<file path="config.mk">
export PLATFORM = sky130hd
export DESIGN_NAME = red_iterativa_izq_der
export DESIGN_NICKNAME = d
export VERILOG_FILES = /design/src/rtl/red_iterativa_izq_der.sv
export SDC_FILE = /design/constraint.sdc
export NUM_CORES = 1
export LEC_CHECK = 0
export ABC_AREA = 1
export BUFFER_PORTS_ARGS = -buffer_cell sky130_fd_sc_hd__clkbuf_2
export CAP_MARGIN = 15
export CORE_MARGIN = 10
export CORE_UTILIZATION = 38
export DETAILED_ROUTE_END_ITERATION = 12
export PLACE_DENSITY = 0.69
export SYNTH_ARGS = -nofsm -noshare
export SYNTH_HDL_FRONTEND = slang
export SYNTH_SLANG_ARGS = --single-unit
</file>
<file path="constraint.sdc">
create_clock -name clk -period 1.2 [get_ports clk]
set_clock_uncertainty 0.15 [all_clocks]
set_input_delay 0.24 -clock clk [delete_from_list [all_inputs] [get_ports clk]]
set_output_delay 0.24 -clock clk [all_outputs]
set_load 0.05 [all_outputs]
</file>
<file path="src/rtl/red_iterativa_izq_der.sv">
// Registered MSB-to-LSB iterative magnitude comparator (K cells).
// Optional bit-serial trace port enabled by RED_ITERATIVA_SERIAL_EN.
module red_iterativa_izq_der #(
  parameter int K = 5
) (
  input  logic         clk,
  input  logic         reset,
  input  logic         in_valid,
  input  logic [K-1:0] A,
  input  logic [K-1:0] B,
  output logic [K-1:0] M,
  output logic [K-1:0] N,
  output logic         Z,
  output logic         out_valid
`ifdef RED_ITERATIVA_SERIAL_EN
  ,
  output logic         A_t,
  output logic         B_t,
  output logic         Z_t,
  output logic         scan_busy
`endif
);

  logic [K-1:0] m_d, n_d;
  logic [K-1:0] m_q, n_q;
  logic         z_q, ov_q;

  // Scalar carries avoid a self-referencing vector in the chain.
  always_comb begin
    logic mc, nc, mn, nn;
    mc = 1'b0;
    nc = 1'b0;
    m_d = '0;
    n_d = '0;
    for (int i = K - 1; i >= 0; i--) begin
      mn = mc | (~nc & A[i] & ~B[i]);
      nn = nc | (~mc & ~A[i] & B[i]);
      mc = mn;
      nc = nn;
      m_d[i] = mc;
      n_d[i] = nc;
    end
  end

  always_ff @(posedge clk) begin
    if (reset) begin
      m_q  <= '0;
      n_q  <= '0;
      z_q  <= 1'b0;
      ov_q <= 1'b0;
    end else begin
      ov_q <= in_valid;
      if (in_valid) begin
        m_q <= m_d;
        n_q <= n_d;
        z_q <= m_d[0];
      end
    end
  end

  assign M         = m_q;
  assign N         = n_q;
  assign Z         = z_q;
  assign out_valid = ov_q;

`ifdef RED_ITERATIVA_SERIAL_EN
  localparam int IW = (K > 1) ? $clog2(K) : 1;

  logic [K-1:0]  a_cap_q, b_cap_q;
  logic [IW-1:0] idx_q;
  logic          busy_q;

  always_ff @(posedge clk) begin
    if (reset) begin
      a_cap_q <= '0;
      b_cap_q <= '0;
      idx_q   <= '0;
      busy_q  <= 1'b0;
    end else if (in_valid) begin
      a_cap_q <= A;
      b_cap_q <= B;
      idx_q   <= IW'(K - 1);
      busy_q  <= 1'b1;
    end else if (busy_q) begin
      if (idx_q == '0) begin
        busy_q <= 1'b0;
      end else begin
        idx_q <= idx_q - 1'b1;
      end
    end
  end

  assign A_t       = busy_q & a_cap_q[idx_q];
  assign B_t       = busy_q & b_cap_q[idx_q];
  assign Z_t       = busy_q & n_q[idx_q];
  assign scan_busy = busy_q;
`endif

endmodule

</file>
# Word level (Yosys, flattened, before mapping)
# Index checks and enable logic that the tools add are counted.
# totals
regBits,12
latchBits,0
ramBits,0
romBits,0
in_bits,13
output_inout_bits,12
word_cells,48
memories,0
# op_classes
n_addsub,0
multipliers,0
n_div,0
order_cmp,0
n_eq_ne,0
shift,0
n_mux,0
n_bitwise,44
n_reduce_logical,0
# ops
operator,count
$and 1x1->1,18
$not 1->1,18
$or 1x1->1,8

# Logic depth before layout (Yosys ltp)
# Gate-level depths: netlist of run 1.
# depth
depth_word,18
depth_mapped,11
mapped_depth_nobuf,11

# Worst setup path after synthesis of run 1
# No wires, ideal clock.
# synth_path
path_kind,register -> output
from,"register m_q[0], in the netlist M[0]"
to,output port M[0]
t_arrival_ps,913
t_required_ps,810
slack_ps,-103
path_stages_with_launch,2
path_buffers,1
path_cell_list,dfxtp_1 -> buf_4
# synth_lines
element,line,rtl
start: declaration,25,"logic [K-1:0] m_q, n_q;"
start signal: assignment,54,m_q <= m_d;
end: declaration,11,"output logic [K-1:0] M,"
# No word-level cell between the ends.

==> impl_results.md, run 1 <==
- Slew Limit Fails: 0
- DR vias: 565
- Setup violators final: 0
- Yosys cell types: 15
- Core area: roughly 0.0013 mm²
- Max Root-Sink Buffers: 2
- Starting Density: 39.64%
- Mapped Area: about 500 µm²
- Vias in the first global route: 557
- Synth top area cells: dfxtp_1, nand2_1, inv_1
- Critical Path Slowest Stage Cell: dfxtp_4
- Number of diodes: 0
- Routed Antenna Nets: 0
- Number of fill cells: 109
- Logic pwr share: 32.5%
- Sw Ratio: between 30% and 40%
- Drt initial violations: 4
- Reg clk slew, reported paths: 0.07 ns
- WHS Path Cells: 2
- Hold Path Class: input port to flop
- Reg2reg path depth: 4
- Die ar.: 0.003179 mm²
- Routability congestion estimate from global placement: 0.7779
- RSZ-0062 raised after global routing: yes
- Die W: around 56 µm
- Drt drc: 0
- Final Hold Vio Count: 0
- Least-Margin Pin Slew: 0.2498 ns
- Peak supply drop: 804.4 µV
- DR vias/cell: 4.593
- Tmin final: between 1 and 1.5 ns
- Root buffer cell: clkbuf_4
- Lkg Pwr: 0.0004615 µW
- Hold_sp: reset
- Seq/Total Area, Yosys: 43.78%
- FMAX: about 840 MHz
- Leading area contributor after synthesis: dfxtp_1
- Crit-path max FO: 3
- CTS tree: done
- CP Launch Type: flop
- Gr usage total: 9.369%
- Async SR Flop Fraction: 0%
- Final period utilization: 98.82%
- CP required: 0.81 ns
- Clk sinks: 11
- Setup slack, reg-to-reg: 0.35 ns
- CP Class: flop to output pin
- Routed length per instance: 11.51 µm
- Syn Inst Count: between 70 and 80
- Int Pwr: 663.1 µW
- Setup crit end kind: output pin
- Total routed wirelength: 1416 µm
- YS warnings: 0
- Hold Buf Count CTS: 0
- Final Total Pwr: 1002 µW
- Standard-cell rows: 13
- Max Cap Viol: 0
- Finished Core Util: 66.77%
- Worst r2r src: M[0]
- Most common cell in the netlist: nand2_1
- Status: complete, no violations
- First-pass GRT wire length: 2380 µm
- Detailed Routing Iterations Pass 1: 4
- Clock network fraction of total power: about a quarter
- Initial antenna violation count: 0
- Fraction of layout cells with a size suffix above 1: 42.59%
- Mean Syn Cell Area: 6.797 µm²
- Area grow syn2layout: 68.41%
- IO Pins: 25
- Die Y: around 56 µm
- Pin count of the biggest net entering global routing: 12
- Worst rel slew slack: between 80 and 90%
- Final nets: 122
- Cell-by-cell trace of the critical path: buf_6
- GRT Residual Overflow: 0
- Max incr delay on CP: ~0.37 ns
- WP buf/inv: 1
- Sequential power share: 41.8%
- Share of the synthesized area in the top cell type: 43.78%
- WP data arrival: 0.80 ns
- Commonest cells post-synth: nand2_1, inv_1, dfxtp_1
- PD cells: 1183 mW/mm²
- Syn_nets: between 80 and 90
- Worst skew pair latency: about 0.27 ns
- Worst reg2reg endpoint: M[0]
- Port buffer count: 24
- CTS Buf Count: 3
- EDFF count, synth: 0
- Top delay family on crit path: flip-flops
- WHS Endpoint: M[1]
- Psw: between 300 and 400 µW
- Post-detail-place hpwl: 1072 µm
- Yosys reg bits: 11
- Postcts setup bufs: 0
- Top FF cell, synth: dfxtp_1
- Number of H-tree levels: 1
==> cell type report <==
type,instances,area (µm²),share of cell area [%]
flip-flops and latches,11,235.2,27.77
well taps,15,18.77,2.216
inverters,13,48.80,5.761
multi-input cells,48,221.5,26.14
repair buffers,32,296.5,35.01
clock buffers,4,26.28,3.102
==> state kept, by name, indices dropped and copies added, names as in the netlist <==
name	flops
M	5
N	5
out_valid	1
==> logic make-up (layout without fill, tap and decap cells) <==
group                  Yosys count  count (layout)  synth area share [%]
AND/OR/NAND/NOR                 34              34                 28.11
buffers and inverters           15              49                 12.19
AO/OA/AOI/OAI                   14              14                 15.92
flip-flops                      11              11                 43.78
==> power groups by stage <==
stage	clock, µW	combinational (µW)	sequential, µW
finish	257	325	419
global route	284	348	423
CTS	259	309	409
detailed placement	0	269	414
global placement	0	267	412
floorplan	0	89.5	506
==> cells in the final DEF (no fill, tap or decap), types with 5 or more instances in the layout <==
cell type / instances
a21oi_1: 6
buf_4: 8
buf_8: 11
clkbuf_2: 12
dfxtp_2: 9
inv_1: 13
nand2_1: 17
nand3_1: 6
nor2_1: 8
o21ai_0: 5
==> how the worst max path moves through the flow <==
stage,from,end,slack [ns],cells past startpoint
after floorplan,A[4],M[0],0.08,10
after global placement,A[4],M[0],-0.13,11
after detailed placement,A[4],M[0],-0.14,11
after CTS,M[0],Z,-0.02,1
after global routing,M[0],Z,-0.01,1
final,M[0],Z,0.01,1
==> repair_timing <==
| action | in CTS | in global routing |
|---|---|---|
| pin swaps | 0 | 1 |
| cloned | 0 | 0 |
| gates resized for setup | 24 | 23 |
| setup endpoints to repair | 12 | 13 |
==> through the flow <==
stage                     setup slack (ns)  hold slack (ns)  instances  setup TNS [ns]  instance area [µm²]
after global routing              -0.01447          0.01729        123        -0.01678                847.1
final                              0.01419          0.01654        123               0                847.1
after detailed placement           -0.1450           0.3061        119         -0.4951                690.7
after floorplan                    0.07611           0.1591         74               0                504.2
after global placement             -0.1331           0.3011        119         -0.4421                690.7
after CTS                         -0.02388          0.01878        123        -0.04743                812.0
==> routing by layer <==
metal  up-vias  track usage, %  part of all wire, %
met4         0           9.278                  4.2
met3         4           4.045                  9.0
met1       245           9.536                   41
met5         -               0                    0
met2        14           13.79                   46
li1        302               -                    -
No activity file was read; power rests on OpenSTA's default activity.
==> run 2: changes to the inputs <==
Clock period 1.2 ns to 1.1 ns, I/O delays scaled along.
==> run 2 against run 1 <==
The run now ends with negative setup slack left. Cell area is 12% higher. Sequential share of layout area down 2.8 points. Register-to-register slack worse by 0.12 ns. Die area stayed put. Via count grew 4.1%. Wire length is 21% higher. Critical path depth unchanged. First-iteration DRC count grew to 3.5 times the previous value. Sequential cell count did not move. Core utilization rose by 7.9 points. Critical path type unchanged.
==> impl_results.md, run 2 (synthesized netlist as in run 1, its figures left out) <==
- Die Y: 56.38 µm (unchanged)
- Slew Limit Fails: 0 (unchanged)
- Die ar.: 0.003179 mm² (unchanged)
- Failing checks: negative setup slack
- Pin count of the biggest net entering global routing: 12 (unchanged)
- Final Total Pwr: 1142 µW (+14%)
- Max Cap Viol: 0 (unchanged)
- Top delay family on crit path: flip-flops
- WP data arrival: 0.79 ns (about the same)
- Final nets: 122 (unchanged)
- DR vias/cell: 4.780 (+4.1%)
- IO Pins: 25 (unchanged)
- CP required: 0.73 ns (-0.08 ns)
- Peak supply drop: 852.5 µV (+6.0%)
- Setup crit end kind: output pin
- Worst rel slew slack: 82.87% (-0.46 points)
- Commonest non-fill, non-tap cells in the layout: inv_1, nand2_1, clkbuf_2
- Number of diodes: 0 (unchanged)
- Critical Path Slowest Stage Cell: dfxtp_4
- CTS Buf Count: 3 (unchanged)
- First-pass GRT wire length: 2622 µm (+10%)
- Vias in the first global route: 588 (+5.6%)
- Max Root-Sink Buffers: 2 (unchanged)
- Detailed Routing Iterations Pass 1: 4 (unchanged)
- Lkg Pwr: 0.0004951 µW (+7.3%)
- CTS tree: done
- Tmin final: between 1 and 1.5 ns
- Setup_tns: -0.4706 ns (-0.4706 ns)
- CP Class: flop to output pin
- Gr usage total: 10.03% (+0.66 points)
- Drt initial violations: 14 (+10)
- Setup slack, reg-to-reg: 0.23 ns (-0.12 ns)
- Hold Buf Count CTS: 0 (unchanged)
- Final WS setup: -0.06234 ns (-0.07653 ns)
- Number of fill cells: 84 (-23%)
- Number of H-tree levels: 1 (unchanged)
- Port buffer count: 24 (unchanged)
- Final period utilization: 105.7%
- Setup violators final: 12 (+12)
- DR vias: 588 (+4.1%)
- Die W: 56.38 µm (unchanged)
- PD cells: 1206 mW/mm² (+2.0%)
- Cell-by-cell trace of the critical path: buf_8
- Least-Margin Pin Slew: 0.2560 ns (+0.006189 ns)
- Fraction of layout cells with a size suffix above 1: 51.85% (+9.3 points)
- GRT Residual Overflow: 0 (unchanged)
- Worst skew pair latency: 0.26 ns (about the same)
- Placed Instance Area: 675.6 µm² (-2.2%)
- Status: finished, violations left
- Clk sinks: 11 (unchanged)
- Routed Antenna Nets: 0 (unchanged)
- Drt drc: 0 (unchanged)
- Crit-path max FO: 3 (unchanged)
- Post-detail-place hpwl: 1068 µm (-0.34%)
- Total routed wirelength: 1709 µm (+21%)
- Starting Density: 39.64% (unchanged)
- CP Launch Type: flop
- Final Hold Vio Count: 0 (unchanged)
- Hold Path Class: input port to flop
- Root buffer cell: clkbuf_4
- Reg clk slew, reported paths: 0.07 ns (about the same)
- Core area: 0.001269 mm² (unchanged)
- Routed length per instance: 13.89 µm (+21%)
- Max incr delay on CP: 0.38 ns (about the same)
- Standard-cell rows: 13 (unchanged)
- WP buf/inv: 1 (unchanged)
- FMAX: 860.3 MHz
- Fin area: 947.2 µm² (+12%)
- Area grow syn2layout: 88.31%
- RSZ-0062 raised after global routing: yes
- Initial antenna violation count: 0 (unchanged)
- Routability congestion estimate from global placement: 0.7912 (+1.7%)
## run 2: cell type report
cell class	instances	area, µm²	area share (%)
Multi-Input combinational cell	48	246.5	26.02
Sequential cell	11	236.5	24.97
Timing Repair Buffer	32	370.4	39.10
Tap cell	15	18.77	1.982
Clock buffer	4	26.28	2.774
Inverter	13	48.80	5.152
## run 2: per-layer routing
layer	global-route usage, %	up-vias	part of all wire (%)
met5	0	-	0
met4	5.155	0	1.5
met3	3.820	2	7.1
met2	17.59	19	53
met1	10.00	262	38
li1	-	305	-
## run 2: what timing repair did
| action | in CTS | in global routing |
|---|---|---|
| endpoints found under the setup margin | 12 | 18 |
| resized for setup | 40 | 16 |
| hold endpoints to repair | 0 | 0 |
| pin swaps | 0 | 1 |
| buffers inserted | 0 | 2 |
## run 2: power by group
group	leakage [µW]	internal, µW	switching (µW)
Combinational	0.000385	186	221
Clock	0.0000150	140	134
Sequential	0.0000950	433	28.1
## run 2: worst paths after layout
path / start / cells past startpoint / to
min reg2reg: M[1] / 2 / M[1]
min: reset / 2 / out_valid
max reg2reg: M[3] / 3 / M[3]
max: M[0] / 1 / M[0]
## run 2: stage by stage
step	util, %	std cells	setup WS [ns]	hold WS [ns]
6_report	74.65	123	-0.06234	0.01211
5_1_grt	74.65	123	-0.09462	0.01545
4_1_cts	70.71	121	-0.06710	0.008053
3_5_place_dp	53.25	117	-0.2134	0.2897
3_3_place_gp	53.25	117	-0.1974	0.2844
2_1_floorplan	-	74	-0.003892	0.1391
